==> config.mk <==
export PLATFORM = sky130hd
export DESIGN_NAME = load_store_unit_flat
export DESIGN_NICKNAME = d
export VERILOG_FILES = /design/src/rtl/lsu_pkg.sv /design/src/rtl/lsu_if.sv /design/src/rtl/lsu_load_align.sv /design/src/rtl/load_store_unit.sv /design/src/flat_wrapper.sv
export SDC_FILE = /design/constraint.sdc
export NUM_CORES = 1
export LEC_CHECK = 0
export ABC_AREA = 1
export CAP_MARGIN = 20
export CORE_MARGIN = 3
export CORE_UTILIZATION = 49
export CTS_CLUSTER_SIZE = 28
export DETAILED_ROUTE_END_ITERATION = 10
export PLACE_DENSITY_LB_ADDON = 0.15
export SLEW_MARGIN = 15
export SYNTH_ARGS = -nofsm -noshare
export SYNTH_HDL_FRONTEND = slang
export SYNTH_SLANG_ARGS = --single-unit
==> constraint.sdc <==
create_clock -name clk -period 2.8 [get_ports clk]
set_input_delay 0.56 -clock clk [delete_from_list [all_inputs] [get_ports clk]]
set_output_delay 0.56 -clock clk [all_outputs]
set_load 0.02 [all_outputs]
==> src/rtl/lsu_pkg.sv <==
// Shared types and constants for the load/store unit.
package lsu_pkg;

   typedef enum logic [1:0] {
      ST_IDLE,
      ST_REQ,
      ST_RESP
   } state_t;

   // funct3 size/sign encodings
   localparam logic [2:0] F3_B  = 3'b000;
   localparam logic [2:0] F3_H  = 3'b001;
   localparam logic [2:0] F3_W  = 3'b010;
   localparam logic [2:0] F3_BU = 3'b100;
   localparam logic [2:0] F3_HU = 3'b101;

   // True when the op is a legal funct3 for its direction and naturally aligned.
   function automatic logic op_ok(input logic we, input logic [2:0] f3, input logic [1:0] a);
      case (f3)
         F3_B:    return 1'b1;
         F3_H:    return !a[0];
         F3_W:    return a == 2'b00;
         F3_BU:   return !we;
         F3_HU:   return !we && !a[0];
         default: return 1'b0;
      endcase
   endfunction

endpackage

==> src/rtl/lsu_if.sv <==
// Word-wide memory bus between the load/store unit and memory.
interface lsu_if;
   logic        bus_req;
   logic        bus_we;
   logic [31:0] bus_addr;
   logic [31:0] bus_wdata;
   logic [3:0]  bus_wstrb;
   logic        bus_ack;
   logic [31:0] bus_rdata;

   modport master (
      output bus_req, bus_we, bus_addr, bus_wdata, bus_wstrb,
      input  bus_ack, bus_rdata
   );

   modport slave (
      input  bus_req, bus_we, bus_addr, bus_wdata, bus_wstrb,
      output bus_ack, bus_rdata
   );
endinterface

==> src/rtl/lsu_load_align.sv <==
// Selects the addressed byte/half of a bus word and sign- or zero-extends it.
module lsu_load_align
   import lsu_pkg::*;
(
   input  logic [31:0] bus_rdata,
   input  logic [1:0]  addr_lo,
   input  logic [2:0]  funct3,
   output logic [31:0] data
);

   logic [31:0] shifted;

   // Shift the addressed lane down to bit 0, then extend per funct3.
   always_comb begin
      shifted = bus_rdata >> {addr_lo, 3'b000};
      case (funct3)
         F3_B:    data = {{24{shifted[7]}}, shifted[7:0]};
         F3_BU:   data = {24'h0, shifted[7:0]};
         F3_H:    data = {{16{shifted[15]}}, shifted[15:0]};
         F3_HU:   data = {16'h0, shifted[15:0]};
         default: data = bus_rdata;
      endcase
   end

endmodule

==> src/rtl/load_store_unit.sv <==
// Load/store unit: one outstanding bus transaction, lane placement for stores,
// lane select/extension for loads, wait-cycle timeout.
module load_store_unit
   import lsu_pkg::*;
#(
   parameter int unsigned TIMEOUT = 255
) (
   input  logic        clk,
   input  logic        rst_n,
   input  logic        lsu_valid,
   input  logic        lsu_we,
   input  logic [2:0]  lsu_funct3,
   input  logic [31:0] lsu_addr,
   input  logic [31:0] lsu_wdata,
   output logic        lsu_busy,
   output logic        lsu_done,
   output logic        lsu_err,
   output logic [31:0] rdata,
   lsu_if.master       bus
);

   // Counter only needs to reach TIMEOUT-1; the TIMEOUT-th wait cycle ends REQ.
   localparam int unsigned CW = (TIMEOUT > 2) ? $clog2(TIMEOUT) : 1;

   state_t        state;
   logic [CW-1:0] wait_cnt;
   logic          we_q;
   logic [2:0]    f3_q;
   logic [1:0]    addr_lo_q;
   logic [31:0]   st_wdata;
   logic [3:0]    st_wstrb;
   logic [31:0]   load_data;

   assign lsu_busy = (state != ST_IDLE);

   // Place store data on byte lanes and derive byte enables from the request.
   always_comb begin
      st_wdata = '0;
      st_wstrb = '0;
      if (lsu_we) begin
         case (lsu_funct3[1:0])
            2'b00: begin
               st_wstrb = 4'b0001 << lsu_addr[1:0];
               st_wdata = {4{lsu_wdata[7:0]}};
            end
            2'b01: begin
               st_wstrb = 4'b0011 << lsu_addr[1:0];
               st_wdata = {2{lsu_wdata[15:0]}};
            end
            default: begin
               st_wstrb = 4'b1111;
               st_wdata = lsu_wdata;
            end
         endcase
      end
   end

   lsu_load_align u_align (
      .bus_rdata (bus.bus_rdata),
      .addr_lo   (addr_lo_q),
      .funct3    (f3_q),
      .data      (load_data)
   );

   // Transaction FSM with registered bus and completion outputs.
   // lsu_err doubles as the error flag: it is only ever set on entry to RESP.
   always_ff @(posedge clk or negedge rst_n) begin
      if (!rst_n) begin
         state         <= ST_IDLE;
         wait_cnt      <= '0;
         we_q          <= 1'b0;
         f3_q          <= '0;
         addr_lo_q     <= '0;
         rdata         <= '0;
         lsu_done      <= 1'b0;
         lsu_err       <= 1'b0;
         bus.bus_req   <= 1'b0;
         bus.bus_we    <= 1'b0;
         bus.bus_addr  <= '0;
         bus.bus_wdata <= '0;
         bus.bus_wstrb <= '0;
      end else begin
         lsu_done <= 1'b0;
         case (state)
            ST_IDLE: begin
               lsu_err <= 1'b0;
               if (lsu_valid) begin
                  if (op_ok(lsu_we, lsu_funct3, lsu_addr[1:0])) begin
                     state         <= ST_REQ;
                     wait_cnt      <= '0;
                     we_q          <= lsu_we;
                     f3_q          <= lsu_funct3;
                     addr_lo_q     <= lsu_addr[1:0];
                     bus.bus_req   <= 1'b1;
                     bus.bus_we    <= lsu_we;
                     bus.bus_addr  <= {lsu_addr[31:2], 2'b00};
                     bus.bus_wdata <= st_wdata;
                     bus.bus_wstrb <= st_wstrb;
                  end else begin
                     state    <= ST_RESP;
                     lsu_done <= 1'b1;
                     lsu_err  <= 1'b1;
                  end
               end
            end
            ST_REQ: begin
               if (bus.bus_ack) begin
                  bus.bus_req <= 1'b0;
                  if (!we_q) rdata <= load_data;
                  state    <= ST_RESP;
                  lsu_done <= 1'b1;
                  lsu_err  <= 1'b0;
               end else if (wait_cnt == CW'(TIMEOUT - 1)) begin
                  bus.bus_req <= 1'b0;
                  state       <= ST_RESP;
                  lsu_done    <= 1'b1;
                  lsu_err     <= 1'b1;
               end else begin
                  wait_cnt <= wait_cnt + 1'b1;
               end
            end
            ST_RESP: begin
               state   <= ST_IDLE;
               lsu_err <= 1'b0;
            end
            default: state <= ST_IDLE;
         endcase
      end
   end

endmodule

==> src/flat_wrapper.sv <==
// flat-port wrapper written by rule: the top's interface ports become plain ports
module load_store_unit_flat import lsu_pkg::*;
#(
   parameter int unsigned TIMEOUT = 255
)
  (clk, rst_n, lsu_valid, lsu_we, lsu_funct3, lsu_addr, lsu_wdata, lsu_busy, lsu_done, lsu_err, rdata, bus_bus_req, bus_bus_we, bus_bus_addr, bus_bus_wdata, bus_bus_wstrb, bus_bus_ack, bus_bus_rdata);
  lsu_if bus_i ();
  input  logic clk;
  input  logic rst_n;
  input  logic lsu_valid;
  input  logic lsu_we;
  input  logic [2:0] lsu_funct3;
  input  logic [31:0] lsu_addr;
  input  logic [31:0] lsu_wdata;
  output logic lsu_busy;
  output logic lsu_done;
  output logic lsu_err;
  output logic [31:0] rdata;
  output wire logic [$bits(bus_i.bus_req)-1:0] bus_bus_req;
  output wire logic [$bits(bus_i.bus_we)-1:0] bus_bus_we;
  output wire logic [$bits(bus_i.bus_addr)-1:0] bus_bus_addr;
  output wire logic [$bits(bus_i.bus_wdata)-1:0] bus_bus_wdata;
  output wire logic [$bits(bus_i.bus_wstrb)-1:0] bus_bus_wstrb;
  input wire logic [$bits(bus_i.bus_ack)-1:0] bus_bus_ack;
  input wire logic [$bits(bus_i.bus_rdata)-1:0] bus_bus_rdata;
  assign bus_bus_req = bus_i.bus_req;
  assign bus_bus_we = bus_i.bus_we;
  assign bus_bus_addr = bus_i.bus_addr;
  assign bus_bus_wdata = bus_i.bus_wdata;
  assign bus_bus_wstrb = bus_i.bus_wstrb;
  assign bus_i.bus_ack = bus_bus_ack;
  assign bus_i.bus_rdata = bus_bus_rdata;
  load_store_unit #(.TIMEOUT(TIMEOUT)) u_core (.clk(clk), .rst_n(rst_n), .lsu_valid(lsu_valid), .lsu_we(lsu_we), .lsu_funct3(lsu_funct3), .lsu_addr(lsu_addr), .lsu_wdata(lsu_wdata), .lsu_busy(lsu_busy), .lsu_done(lsu_done), .lsu_err(lsu_err), .rdata(rdata), .bus(bus_i));
endmodule
# Word level (Yosys, flattened, before mapping)
# Index checks and enable logic that the tools add are counted.
# totals
reg_bits	117
in_bits	104
elab_cells	81
# op_classes
n_addsub	1
eq_ne	16
shifts	3
muxes	31
bitwise	1
n_reduce_logical	17
# ops
cell	n
$pmux 32 s4	1
$pmux 32 s2	1
$mux 32	1
$mux 8	4
$shr 32x5->16	1
$pmux 8 s2	1
$eq 3x3->1 const B	4
$mux 1	12
$add 8x1->8 const B	1
$eq 8x8->1 const B	1
$mux 2	4
$pmux 4 s2	1
$eq 3x1->1 const B	2
$logic_not 2->1	3
$logic_not 3->1	2
$ne 2x2->1 const B	3
$reduce_and 3->1	2
$pmux 1 s5	1
$reduce_and 5->1	1
$eq 2x1->1 const B	2
$mux 4	1
$pmux 1 s2	2
$pmux 2 s2	1
$reduce_and 2->1	2
13 further kinds	15

# Longest topological paths before layout
# depth
ltp_word	8
depth_mapped	10
ltp_nobuf	10

# Cells and area by module
# A second synthesis with hierarchy kept.
# hier_totals
cells_unflattened	756
area_unflattened_um2	5964.5
# modules_own_cells
module	instances	cells_per_inst	area_each_um2	seq_area_each_um2
load_store_unit	1	562	5086.1	2927.8
lsu_load_align	1	194	878.3	0.0

# Worst setup path after synthesis
# Ideal clock, no wire load.
# synth_timing
path_kind	input-to-reg
start	input port lsu_funct3[1]
end	register u_core.bus.bus_wdata[10]
setup_time_ns	0.123
arrival_ns	1.431
required_ns	2.677
setup_slack_ns	1.245
stages	10
cell_sequence	buf_6 > clkinv_4 > nand2_1 > nand2_1 > nand2_2 > nor2_8 > inv_2 > buf_2 > nand2_1 > o21ai_1
# synth_via
elab_chain_cells	5
# synth_rtl
element	line	rtl
start: declaration	flat_wrapper.sv:12	input logic [2:0] lsu_funct3;
$eq 3x3->1, or another cell as far along	lsu_pkg.sv:19	case (f3)
$pmux 1 s5	lsu_pkg.sv:19	
$mux 1	load_store_unit.sv:87	if (lsu_valid) begin
$mux 1	load_store_unit.sv:84	case (state)
$reduce_and 3->1 (no source line)	--	
end signal: assignment	load_store_unit.sv:97	bus.bus_wdata <= st_wdata;
end: declaration	lsu_if.sv:12	output bus_req, bus_we, bus_addr, bus_wdata, bus_wstrb,
# Parallel ways exist; a longest one is shown, timed or not. The select of a mux whose other input is x is not followed.
# A chain may end at the register's enable or synchronous reset.

# Worst setup path in the final report
# layout_timing
start	register u_core.state[0]
end	output port lsu_busy
# layout_via
elab_chain_cells	1
# layout_rtl
element	line	rtl
start: declaration	load_store_unit.sv:25	state_t state;
start signal: assignment	load_store_unit.sv:69	state <= ST_IDLE;
start signal: assignment	load_store_unit.sv:89	state <= ST_REQ;
start signal: assignment	load_store_unit.sv:100	state <= ST_RESP;
$reduce_bool 2->1	load_store_unit.sv:34	assign lsu_busy = (state != ST_IDLE);
end: declaration	flat_wrapper.sv:15	output logic lsu_busy;
# Every way passes these cells.

==> qor.json <==
{
  "power_and_ir_drop": {
    "peak_supply_drop_v": 0.000651,
    "power.density_nw_per_um2": 1110,
    "static-leakage-power_nw": 4.25
  },
  "drt": {
    "finalWirelength_microns": 17100,
    "drt_first_pass_iters": 5,
    "route.antenna.remaining_nets": 0,
    "drc": 0,
    "vias": 5785,
    "routed_via_density": 5.12,
    "first_iter_violations": 530,
    "detail_route.wl_per_cell_microns": 15.2
  },
  "clocking": {
    "post-cts-setup-buffer-count": 0,
    "numCtsBuffers": 17,
    "ctsRootBufferMaster": "sky130_fd_sc_hd__clkbuf_16",
    "holdBufCountCts": 0,
    "cts_num_sinks": 117,
    "number_of_buffers_between_clock_root_and_the_deepest_sink": 2,
    "clock_tree.htree_level_count": 4,
    "clock_transition_time_at_the_flip_flop_clock_pins_of_the_worst_setup_and_hold_paths_ps": 50,
    "cts_repair_resized_insts": 0,
    "clock_insertion_delay_at_the_later_pin_of_the_skew_report_ps": 410,
    "cts_tree": "built"
  },
  "floorplan": {
    "core_area_sq_um": 11600,
    "core.rowCount": 39,
    "overall_die_height_microns": 116,
    "num_io_pins": 209,
    "initial_core_utilization": 0.509,
    "die-area_sq_um": 13400,
    "die_w_microns": 116
  },
  "sta": {
    "tns_ps": 0,
    "worst_clock_skew_ps": 3.46,
    "max_transition_margin": 0.592,
    "final_hold_viol_count": 0,
    "layout_worst_path_cycle_share": 0.859,
    "period_minus_slack_ps": 2400,
    "worst_slew_pin_slew_ps": 611,
    "hold-worst-slack_ps": 19.8,
    "finalSetupViolCount": 0,
    "setup_repair_after_global_routing_missed_its_margin": "false",
    "fmax_ghz": 0.416,
    "final_critical_path_setup_slack_ps": 395,
    "final-max-slew-violation-count": 0
  },
  "critical_path": {
    "worst-endpoint-arrival_ps": 1840,
    "worst-setup-path-type": "register to primary output",
    "critical_path_peak_fanout": 5,
    "timing.critical_path.to_type": "primary output",
    "worst_ep_required_ps": 2240,
    "start_kind": "register",
    "ff2ff_setup_slack_ps": 670
  },
  "cells_and_area": {
    "drive_gt1_frac": 0.0780,
    "area_growth_pct": 48.0,
    "layout_commonest_cell": "sky130_fd_sc_hd__nand2_1",
    "final.fill_count": 892,
    "layout.nets": 1083,
    "insertedDiodeCount": 0,
    "non_filler_instance_count_after_layout": 1130,
    "highest_count_cells_in_the_layout_ignoring_fill_and_taps": "297 x sky130_fd_sc_hd__nand2_1, 205 x sky130_fd_sc_hd__clkdlybuf4s50_1, 117 x sky130_fd_sc_hd__dfrtp_1",
    "post-route-cell-area_sq_um": 8720
  },
  "synthesis": {
    "synthDominantAreaCellType": "sky130_fd_sc_hd__dfrtp_1",
    "warnings_synthesis": 0,
    "synth_area_leaders": "sky130_fd_sc_hd__dfrtp_1 50%, sky130_fd_sc_hd__nand2_1 19%, sky130_fd_sc_hd__inv_1 4.1%, sky130_fd_sc_hd__nand3_1 3.8%, sky130_fd_sc_hd__o21ai_0 3.7%",
    "ys_ff_latch": 117,
    "synthesis.instances": 775,
    "mappedNetlistArea_sq_um": 5890,
    "yosys.cell_types.count": 29,
    "synth-edff-count": 0,
    "async_reset_ff_frac": 1.00,
    "synth.yosys.seq_area_share": 0.497,
    "synth.avg_cell_area_sq_um": 7.60,
    "synth_flop_cell": "sky130_fd_sc_hd__dfrtp_1",
    "yosysTopAreaCellShare": 0.497
  },
  "flow_run": {
    "maxCapViolCount": 0
  },
  "min_path": {
    "min-delay-path-class": "primary input to asynchronous set/reset pin"
  },
  "placed_design": {
    "final_weighted_congestion_in_routability_driven_placement": 0.893,
    "post-dp-hpwl_microns": 12200,
    "port_buffers": 206,
    "placed_cells": 1098,
    "placed_instance_area_sq_um": 8030,
    "pre_cts_slack_ps": 425
  },
  "grt": {
    "first_global_vias": 5548,
    "antenna_violations_before_repair": 0,
    "global_route_wire_length_before_repair_microns": 27200,
    "gr-total-overflow": 0,
    "largest_net_degree_at_the_start_of_global_routing": 54,
    "grt.total_usage": 0.261
  },
  "run_status": {
    "run_status": "complete, no violations"
  }
}
[registers in the layout, summed over array words and instances (netlist names)]
signal	flops
u_core.addr_lo_q	2
u_core.bus.bus_addr	30
u_core.bus.bus_req	1
u_core.bus.bus_wdata	32
u_core.bus.bus_we	1
u_core.bus.bus_wstrb	4
u_core.f3_q	3
u_core.lsu_done	1
u_core.lsu_err	1
u_core.rdata	32
u_core.state	2
u_core.wait_cnt	8
[kinds of logic after synthesis]
group                    synth area share
AO/OA/AOI/OAI                       0.122
XOR/XNOR                          0.00149
adder cells (fa/ha/maj)            0.0106
buffers and inverters              0.0830
flip-flops                          0.497
other                            0.000636
AND/OR/NAND/NOR                     0.285
[worst max-delay path: stages, from the launching register on]
cell,delay [ps]
sky130_fd_sc_hd__dfrtp_1,390
sky130_fd_sc_hd__inv_1,60
sky130_fd_sc_hd__ha_1,250
sky130_fd_sc_hd__inv_1,120
sky130_fd_sc_hd__clkdlybuf4s50_1,610
[synthesized netlist by cell type (4+ instances only)]
master                       n
sky130_fd_sc_hd__o21ai_1    44
sky130_fd_sc_hd__nand2_1   297
sky130_fd_sc_hd__buf_2      17
sky130_fd_sc_hd__a21oi_1    39
sky130_fd_sc_hd__clkbuf_1   13
sky130_fd_sc_hd__nor2_1     30
sky130_fd_sc_hd__inv_1      65
sky130_fd_sc_hd__buf_4       6
sky130_fd_sc_hd__buf_6       4
sky130_fd_sc_hd__nand3_1    45
sky130_fd_sc_hd__ha_1        5
sky130_fd_sc_hd__o221ai_1    8
sky130_fd_sc_hd__o21ai_0    44
sky130_fd_sc_hd__or2_2      24
sky130_fd_sc_hd__dfrtp_1   117
[where the power goes]
part / total [mW] / internal, mW / switching (mW)
clock: 2.54 / 1.76 / 0.780
sequential: 2.85 / 2.41 / 0.433
combinational: 4.28 / 1.92 / 2.36
total: 9.67 / 6.09 / 3.58
[layer usage]
layer / track usage / vias up / part of all wire
met1: 0.331 / 2665 / 0.42
met3: 0.0867 / 33 / 0.083
li1: - / 2860 / -
met2: 0.421 / 227 / 0.48
met4: 0.0920 / 0 / 0.022
met5: 0 / - / 0
[area by class of cell]
type	instances	area, sq um	share of cell area
Timing Repair Buffer	219	2180	0.250
Inverter	69	265	0.0304
Tap cell	143	179	0.0205
Multi-Input combinational cell	550	2480	0.284
Clock buffer	19	433	0.0497
Sequential cell	117	2930	0.336
Clock inverter	13	253	0.0290
[path summary, 6_finish.rpt]
path                                          from                      end  depth (start not counted)
hold / removal                               rst_n         u_core.rdata[10]                          1
max in group asynchronous                    rst_n       u_core.bus.bus_req                          2
hold reg to reg            u_core.bus.bus_addr[24]  u_core.bus.bus_addr[24]                          2
setup reg to reg               u_core.addr_lo_q[1]         u_core.rdata[25]                          7
setup / recovery                   u_core.state[0]                 lsu_busy                          4
min in group clk           u_core.bus.bus_addr[24]  u_core.bus.bus_addr[24]                          2
[metrics by stage]
step	total power, mW	utilization
6_report	9.67	0.754
5_1_grt	10.2	0.754
4_1_cts	9.71	0.754
3_5_place_dp	7.12	0.695
3_3_place_gp	7.05	0.695
2_1_floorplan	5.12	-
(Power assumes the default switching activity.)
